===== src/rtl/crt_timing_pkg.sv =====
// Shared constants and decode helpers for crt_timing_gen; defaults are VGA 640x480@60.
package crt_timing_pkg;

  function automatic int unsigned axis_total(int unsigned active, int unsigned fp,
                                             int unsigned sync, int unsigned bp);
    return active + fp + sync + bp;
  endfunction

  function automatic int unsigned sync_start(int unsigned active, int unsigned fp);
    return active + fp;
  endfunction

  function automatic int unsigned sync_end(int unsigned active, int unsigned fp,
                                           int unsigned sync);
    return active + fp + sync - 1;
  endfunction

  localparam int unsigned VGA_H_ACTIVE = 640;
  localparam int unsigned VGA_H_FP     = 16;
  localparam int unsigned VGA_H_SYNC   = 96;
  localparam int unsigned VGA_H_BP     = 48;
  localparam int unsigned VGA_V_ACTIVE = 480;
  localparam int unsigned VGA_V_FP     = 10;
  localparam int unsigned VGA_V_SYNC   = 2;
  localparam int unsigned VGA_V_BP     = 33;
  localparam int unsigned VGA_CLK_DIV  = 4;

  localparam int unsigned VGA_H_TOTAL = axis_total(VGA_H_ACTIVE, VGA_H_FP, VGA_H_SYNC, VGA_H_BP);
  localparam int unsigned VGA_V_TOTAL = axis_total(VGA_V_ACTIVE, VGA_V_FP, VGA_V_SYNC, VGA_V_BP);

  localparam int unsigned VGA_HSYNC_START = sync_start(VGA_H_ACTIVE, VGA_H_FP);
  localparam int unsigned VGA_HSYNC_END   = sync_end(VGA_H_ACTIVE, VGA_H_FP, VGA_H_SYNC);
  localparam int unsigned VGA_VSYNC_START = sync_start(VGA_V_ACTIVE, VGA_V_FP);
  localparam int unsigned VGA_VSYNC_END   = sync_end(VGA_V_ACTIVE, VGA_V_FP, VGA_V_SYNC);

endpackage


===== src/rtl/crt_timing_gen_axis_counter.sv =====
// One timing axis: wrapping position counter plus decode of its next value.
module crt_axis_counter
  import crt_timing_pkg::*;
#(
  parameter int unsigned ACTIVE = VGA_H_ACTIVE,
  parameter int unsigned FP     = VGA_H_FP,
  parameter int unsigned SYNC   = VGA_H_SYNC,
  parameter int unsigned BP     = VGA_H_BP,
  parameter bit          POL    = 1'b0,
  parameter int unsigned CW     = 10
) (
  input  logic          clk,
  input  logic          rst_n,
  input  logic          advance,
  output logic [CW-1:0] count,
  output logic          wrap,
  output logic          sync_nxt,
  output logic          active_nxt
);

  localparam int unsigned TOTAL = axis_total(ACTIVE, FP, SYNC, BP);
  localparam logic [CW-1:0] LAST       = CW'(TOTAL - 1);
  localparam logic [CW-1:0] SYNC_FIRST = CW'(sync_start(ACTIVE, FP));
  localparam logic [CW-1:0] SYNC_LAST  = CW'(sync_end(ACTIVE, FP, SYNC));

  logic [CW-1:0] count_nxt;
  logic          terminal;

  assign terminal = (count == LAST);
  assign wrap     = advance & terminal;

  always_comb begin
    count_nxt = count;
    if (advance) begin
      count_nxt = terminal ? '0 : count + CW'(1);
    end
  end

  always_ff @(posedge clk or negedge rst_n) begin
    if (!rst_n) begin
      count <= '0;
    end else begin
      count <= count_nxt;
    end
  end

  // Decode looks at the next value so the registered outputs line up with count.
  assign sync_nxt   = ((count_nxt >= SYNC_FIRST) && (count_nxt <= SYNC_LAST)) ? POL : ~POL;
  assign active_nxt = (count_nxt < CW'(ACTIVE));

endmodule


===== src/rtl/crt_timing_gen.sv =====
// Parametrised CRT/VGA timing generator. Optional macro CRT_TIMING_PIPE_EN delays
// hsync/vsync/video_on by one pixel period to match a one-pixel-latency pixel pipeline.
module crt_timing_gen
  import crt_timing_pkg::*;
#(
  parameter int unsigned H_ACTIVE  = VGA_H_ACTIVE,
  parameter int unsigned H_FP      = VGA_H_FP,
  parameter int unsigned H_SYNC    = VGA_H_SYNC,
  parameter int unsigned H_BP      = VGA_H_BP,
  parameter int unsigned V_ACTIVE  = VGA_V_ACTIVE,
  parameter int unsigned V_FP      = VGA_V_FP,
  parameter int unsigned V_SYNC    = VGA_V_SYNC,
  parameter int unsigned V_BP      = VGA_V_BP,
  parameter int unsigned CLK_DIV   = VGA_CLK_DIV,
  parameter bit          HSYNC_POL = 1'b0,
  parameter bit          VSYNC_POL = 1'b0,
  parameter int unsigned CW        = 10,
  parameter int unsigned FCW       = 8
) (
  input  logic           CLK,
  input  logic           RESET,
  output logic           pixel_tick,
  output logic [CW-1:0]  xposition,
  output logic [CW-1:0]  yposition,
  output logic           hsync,
  output logic           vsync,
  output logic           video_on,
  output logic           line_start,
  output logic           frame_start,
  output logic [FCW-1:0] frame_count
);

  localparam int unsigned DW = (CLK_DIV > 1) ? $clog2(CLK_DIV) : 1;

  logic [DW-1:0] div;
  logic          div_last;
  logic          h_wrap, v_wrap;
  logic          h_sync_nxt, v_sync_nxt;
  logic          h_active_nxt, v_active_nxt;
  logic          hsync_q, vsync_q, video_on_q;

  assign div_last = (div == DW'(CLK_DIV - 1));

  always_ff @(posedge CLK or negedge RESET) begin
    if (!RESET) begin
      div        <= '0;
      pixel_tick <= 1'b0;
    end else begin
      div        <= div_last ? '0 : div + DW'(1);
      pixel_tick <= div_last;
    end
  end

  crt_axis_counter #(
    .ACTIVE (H_ACTIVE),
    .FP     (H_FP),
    .SYNC   (H_SYNC),
    .BP     (H_BP),
    .POL    (HSYNC_POL),
    .CW     (CW)
  ) u_h_axis (
    .clk        (CLK),
    .rst_n      (RESET),
    .advance    (pixel_tick),
    .count      (xposition),
    .wrap       (h_wrap),
    .sync_nxt   (h_sync_nxt),
    .active_nxt (h_active_nxt)
  );

  crt_axis_counter #(
    .ACTIVE (V_ACTIVE),
    .FP     (V_FP),
    .SYNC   (V_SYNC),
    .BP     (V_BP),
    .POL    (VSYNC_POL),
    .CW     (CW)
  ) u_v_axis (
    .clk        (CLK),
    .rst_n      (RESET),
    .advance    (h_wrap),
    .count      (yposition),
    .wrap       (v_wrap),
    .sync_nxt   (v_sync_nxt),
    .active_nxt (v_active_nxt)
  );

  // v_wrap can only fire together with h_wrap, so it marks entry into (0,0).
  always_ff @(posedge CLK or negedge RESET) begin
    if (!RESET) begin
      hsync_q     <= ~HSYNC_POL;
      vsync_q     <= ~VSYNC_POL;
      video_on_q  <= 1'b1;
      line_start  <= 1'b0;
      frame_start <= 1'b0;
      frame_count <= '0;
    end else begin
      hsync_q     <= h_sync_nxt;
      vsync_q     <= v_sync_nxt;
      video_on_q  <= h_active_nxt & v_active_nxt;
      line_start  <= h_wrap;
      frame_start <= v_wrap;
      if (v_wrap) begin
        frame_count <= frame_count + FCW'(1);
      end
    end
  end

`ifdef CRT_TIMING_PIPE_EN
  always_ff @(posedge CLK or negedge RESET) begin
    if (!RESET) begin
      hsync    <= ~HSYNC_POL;
      vsync    <= ~VSYNC_POL;
      video_on <= 1'b1;
    end else if (pixel_tick) begin
      hsync    <= hsync_q;
      vsync    <= vsync_q;
      video_on <= video_on_q;
    end
  end
`else
  assign hsync    = hsync_q;
  assign vsync    = vsync_q;
  assign video_on = video_on_q;
`endif

endmodule


===== config.mk =====
export PLATFORM = sky130hd
export DESIGN_NAME = crt_timing_gen
export DESIGN_NICKNAME = d
export VERILOG_FILES = /design/src/rtl/crt_timing_pkg.sv /design/src/rtl/crt_timing_gen_axis_counter.sv /design/src/rtl/crt_timing_gen.sv
export SDC_FILE = /design/constraint.sdc
export NUM_CORES = 1
export LEC_CHECK = 0
export ABC_AREA = 1
export ABC_CLOCK_PERIOD_IN_PS = 4500
export CORE_ASPECT_RATIO = 2
export CORE_MARGIN = 2
export CORE_UTILIZATION = 56
export DETAILED_ROUTE_END_ITERATION = 6
export PLACE_DENSITY = 0.95
export SETUP_SLACK_MARGIN = 0.05
export SYNTH_ARGS = -nofsm -noshare
export SYNTH_HDL_FRONTEND = slang
export SYNTH_SLANG_ARGS = --single-unit

===== constraint.sdc =====
create_clock -name CLK -period 4.5 [get_ports CLK]
set_clock_uncertainty 0.1 [all_clocks]
set_input_delay 1.35 -clock CLK [delete_from_list [all_inputs] [get_ports CLK]]
set_output_delay 1.35 -clock CLK [all_outputs]
set_load 0.01 [all_outputs]

==> results of run 1 <==
layer usage:
layer	share of wire, %	vias to the layer above	global-route usage (%)
met5	0	-	0
met4	4.6	0	16.1
met3	2.8	19	3.84
met2	57	58	46.5
met1	35	826	25.9
li1	-	869	-
state kept, by name (all words and copies together) (netlist names):
signal	cells
div	2
frame_count	8
frame_start	1
hsync	1
line_start	1
pixel_tick	1
u_h_axis.count	10
u_v_axis.count	10
video_on	1
vsync	1
worst paths after layout:
| path | startpoint | end | cells past startpoint |
|---|---|---|---|
| worst min register to register | div[0] | div[0] | 1 |
| worst min-delay path | div[0] | div[0] | 1 |
| worst max-delay path | pixel_tick | pixel_tick | 1 |
| max in group asynchronous | RESET | vsync | 2 |
| min in group asynchronous | RESET | frame_start | 2 |
| worst max register to register | u_h_axis.count[0] | vsync | 9 |
Yosys cell counts, types with 4 or more instances:
cell      n
nand4_1   6
a21oi_1   4
dfrtp_1  33
xnor2_1   5
ha_1      5
xor2_1    5
inv_1    33
nor2_1   31
nand2_1  68
nand3_1  23
cell type report:
| type | instances | area (sq um) | share of cell area, % |
|---|---|---|---|
| tap | 48 | 60.1 | 2.40 |
| timing repair buffer | 36 | 358 | 14.3 |
| clock inverter | 3 | 18.8 | 0.749 |
| clock buffer | 5 | 68.8 | 2.75 |
| sequential | 36 | 905 | 36.1 |
| multi-input combinational | 177 | 963 | 38.5 |
| inverter | 35 | 131 | 5.24 |
logic make-up after synthesis:
kind of cell | count (synthesis) | synth area share [%]
muxes | 1 | 0.558
xor gates and xnor gates | 10 | 4.34
DFF | 36 | 44.8
buffers and inverters | 37 | 7.44
AOI/OAI and AO/OA | 13 | 3.97
adders and majority gates | 5 | 3.10
and+or+nand+nor | 148 | 35.8
per-stage QoR:
| stage | worst slack (ps) | cell area [sq um] | hold slack, ps | instances |
|---|---|---|---|---|
| detailed placement | 1850 | 2420 | 339 | 332 |
| floorplan | 2530 | 2020 | 303 | 250 |
| CTS | 1530 | 2500 | 346 | 340 |
| global placement | 1870 | 2420 | 314 | 332 |
| finish | 1530 | 2500 | 338 | 340 |
| global route | 1430 | 2500 | 367 | 340 |
power breakdown:
group,switching (W),internal (W),leakage (nW)
Clock,0.000117,0.000108,0.0479
Combinational,0.00000602,0.00000133,0.701
Sequential,0,0.000324,0.478
==> impl_metrics.csv, run 1 <==
group,metric,value,unit
route,via_count,1772,
timing,relSlewSlack,70.1,%
logic_synthesis,yosys_warnings,0,
timing,fin_crit_sh,65.9,%
setup_path,crit_chain,"clkdlybuf4s50_1",
die,fp.dieH,88.9,microns
cells_and_area,final_common_cell,"nand2_1",
die,io_pins,36,
setup_path,slowest_stage,"clkdlybuf4s50_1",
setup_path,cp_top_family,"buffers and inverters",
placement,gp_congestion,0.886,
cells_and_area,antennaDiodeCount,0,
clock_network,htreeDepth,2,
clock_network,clk_pin_slew,70,ps
setup_path,reg2reg_slack,2280,ps
timing,finalMaxSlewViolations,0,
outcome,status,"complete, no violations",
grt,grt_pass1_vias,1824,
logic_synthesis,synth_area_leader_cell,"dfrtp_1",
timing,tightest_slew,448,ps
die,start_util,59.1,%
clock_network,cts_buffer_depth,2,
timing,timing.fmax,0.337,GHz
timing,tns,0,ps
logic_synthesis,netlist_area,0.00202,sq mm
clock_network,ctsResizeCount,0,
die,core_region_area,0.00342,sq mm
route,drt_pass1_iterations,4,
route,wire_per_inst,13.2,microns
clock_network,cts_setup_buffers,0,
run,maxCapViolations,0,
logic_synthesis,synth_edf_count,0,
setup_path,arrival,1520,ps
cells_and_area,area_growth,24.1,%
timing,period_needed,2970,ps
grt,grt_util_all_layers,25.8,%
setup_path,critPathKind,"reg -> out",
die,die_x,46.5,microns
pwr,vdd_ir_drop_max,0.226,mV
cells_and_area,final_layout_size_suffix_gt1_share,10.3,%
hold_path,min_path_type,"reg -> reg",
setup_path,cp.required,3050,ps
logic_synthesis,synth.top_cell.area_share,40.9,%
setup_path,cp_max_fo,14,
cells_and_area,num-fill-cells,253,
logic_synthesis,async_flop_share,100,%
setup_path,slowest_delay,620,ps
placement,dp_hpwl,3.38,mm
die,num_rows,30,
die,dieArea,0.00413,sq mm
route,ant_nets,0,
pwr,cellPowerDensity,222,mW/mm^2
logic_synthesis,synth_area_leaders,"dfrtp_1 41%, nand2_1 13%, inv_1 6.1%",
setup_path,cp.buffers_inverters,1,
logic_synthesis,seq_area_frac_synth,44.8,%
logic_synthesis,dominantRegCellSynth,"dfrtp_1",
grt,grt_overflow_total,0,
pwr,total_power,0.000556,W
setup_path,start_kind,"register",
logic_synthesis,synth_nets,257,
cells_and_area,layout_common_cells,"68 x nand2_1, 35 x clkdlybuf4s50_1, 33 x inv_1, 33 x dfrtp_1, 31 x nor2_1",
logic_synthesis,synth.avg_cell_area,8.07,sq um
cells_and_area,finalNetCount,298,
clock_network,cts_inserted_buffers,5,
logic_synthesis,ys_types,32,
clock_network,cts_sinks,36,
grt,grt_max_degree,37,
grt,grt_pass1_wl,7.60,mm
placement,numPortBuffers,35,
setup_path,worst_setup_path_end_kind,"output port",
timing,finalSetupViolCount,0,
logic_synthesis,ys_seq_elements,36,
pwr,static-leakage-power,1.23,nW
route,drtIter0Drc,51,
clock_network,cts_root_buf,"clkbuf_8",
clock_network,clk_latency,290,ps
route,via_per_inst,5.21,
route,wirelength,4.50,mm
clock_network,cts_tree,"built",
route,drc,0,
logic_synthesis,netlist_instances,250,
clock_network,ctsHoldBuffers,0,
cells_and_area,utilization,73.3,%
grt,antenna_found_initial,0,
timing,rsz0062_at_grt,"false",
timing,hold_viol_final,0,
Power figures use the tool's default switching activity.
==> run 2, diff against run 1 <==
- ABC_CLOCK_PERIOD_IN_PS: 4500 -> 2400
- CORE_UTILIZATION: 56 -> 47
- PLACE_DENSITY: 0.95 -> 0.86
- clock period: 4.5 -> 2.4 ns (I/O delays scaled with it)
==> run 2 against run 1 <==
Effect of this change: power rose by 140%; die area rose by 18%; critical path depth did not move; cell count rose by 1.5%; largest power group is now clock; highest routed layer unchanged.
==> impl_metrics.csv, run 2 (synthesized netlist as in run 1, its figures left out) <==
group,metric,value,unit
pwr,cellPowerDensity,524,mW/mm^2
route,ant_nets,0,
pwr,vdd_ir_drop_max,0.557,mV
clock_network,ctsResizeCount,0,
timing,tns,0,ps
setup_path,start_kind,"register",
route,drtIter0Drc,57,
cells_and_area,area_growth,28.3,%
cells_and_area,finalNetCount,299,
timing,finalMaxSlewViolations,0,
placement,numPortBuffers,35,
setup_path,crit_chain,"clkdlybuf4s50_1",
die,start_util,48.9,%
clock_network,cts_sinks,36,
cells_and_area,antennaDiodeCount,0,
pwr,static-leakage-power,1.26,nW
grt,antenna_found_initial,0,
timing,setup_ws,202,ps
placement,gp_congestion,0.906,
setup_path,slowest_stage,"clkdlybuf4s50_1",
setup_path,cp_max_fo,7,
grt,grt_max_degree,37,
setup_path,slowest_delay,590,ps
timing,period_needed,2200,ps
route,wirelength,4.35,mm
die,dieArea,0.00487,sq mm
route,via_count,1760,
setup_path,worst_setup_path_end_kind,"output port",
die,num_rows,33,
hold_path,min_path_type,"reg -> reg",
cells_and_area,final_common_cell,"nand2_1",
timing,finalSetupViolCount,0,
timing,rsz0062_at_grt,"false",
route,wire_per_inst,12.6,microns
die,die_x,50.3,microns
route,drc,0,
clock_network,cts_inserted_buffers,5,
setup_path,cp_top_family,"buffers and inverters",
timing,hold_viol_final,0,
run,maxCapViolations,0,
timing,fin_crit_sh,91.6,%
cells_and_area,layout_common_cells,"68 x nand2_1, 35 x clkdlybuf4s50_1, 33 x inv_1, 33 x dfrtp_1, 31 x nor2_1",
setup_path,cp.required,1580,ps
grt,grt_util_all_layers,20.0,%
die,fp.dieH,96.7,microns
timing,relSlewSlack,70.6,%
grt,grt_overflow_total,0,
clock_network,ctsHoldBuffers,0,
die,core_region_area,0.00413,sq mm
cells_and_area,final_layout_size_suffix_gt1_share,10.6,%
clock_network,clk_pin_slew,70,ps
setup_path,critPathKind,"reg -> out",
route,via_per_inst,5.10,
clock_network,htreeDepth,2,
clock_network,cts_tree,"built",
grt,grt_pass1_wl,7.59,mm
cells_and_area,reg_top3,"u_h_axis.count (10), u_v_axis.count (10), frame_count (8)",
clock_network,cts_setup_buffers,0,
route,drt_pass1_iterations,4,
grt,grt_pass1_vias,1756,
die,io_pins,36,
placement,dp_hpwl,3.26,mm
clock_network,cts_buffer_depth,2,
setup_path,cp.buffers_inverters,1,
outcome,status,"complete, no violations",
clock_network,clk_latency,290,ps
placement,pre_cts_ws,319,ps
timing,tightest_slew,441,ps
clock_network,cts_root_buf,"clkbuf_8",
timing,timing.fmax,0.455,GHz
setup_path,arrival,1380,ps
run 2: changes by cell type in the layout (fill, tap and decap cells not counted), sizes merged:
cell	delta
bufinv	+3
buf	+1
clkinv	-3
run 2: per-stage QoR:
stage	hold slack (ps)	instance area, sq um	instances	total power (W)	util, %
finish	329	2590	345	0.00136	62.7
global route	350	2590	345	0.00140	62.7
CTS	335	2590	345	0.00137	62.7
detailed placement	320	2430	337	0.000633	58.8
global placement	314	2430	337	0.000633	58.8
floorplan	303	2020	250	0.000618	-
run 2: path summary, 6_finish.rpt:
path / startpoint / end / slack (ps) / cells past startpoint
max: u_h_axis.count[7] / xposition[7] / 200 / 1
min: div[0] / div[0] / 330 / 1
min in group asynchronous: RESET / u_v_axis.count[8] / 740 / 2
max in group asynchronous: RESET / vsync / 1120 / 2
max reg2reg: u_h_axis.count[0] / vsync / 310 / 9
min reg2reg: div[0] / div[0] / 330 / 1
run 2: final cells by class:
cell class	instances	area, sq um
Fill cell	359	1540
Clock buffer	5	68.8
Multi-Input combinational cell	177	963
Inverter	35	131
Sequential cell	36	905
Clock inverter	3	90.1
Tap cell	52	65.1
Timing Repair Buffer	37	365
run 2: per-layer routing:
layer  wire [microns]  vias up  global-route usage, %
met4              174        0                   11.6
met3              139       19                   2.78
met2             2360       50                   35.0
li1                 -      872                      -
met5                0        -                      0
met1             1680      819                   21.9
run 2: report_power, final:
part,switching [W],internal [W]
combinational,0.0000111,0.00000248
clock,0.000217,0.000520
sequential,0,0.000607
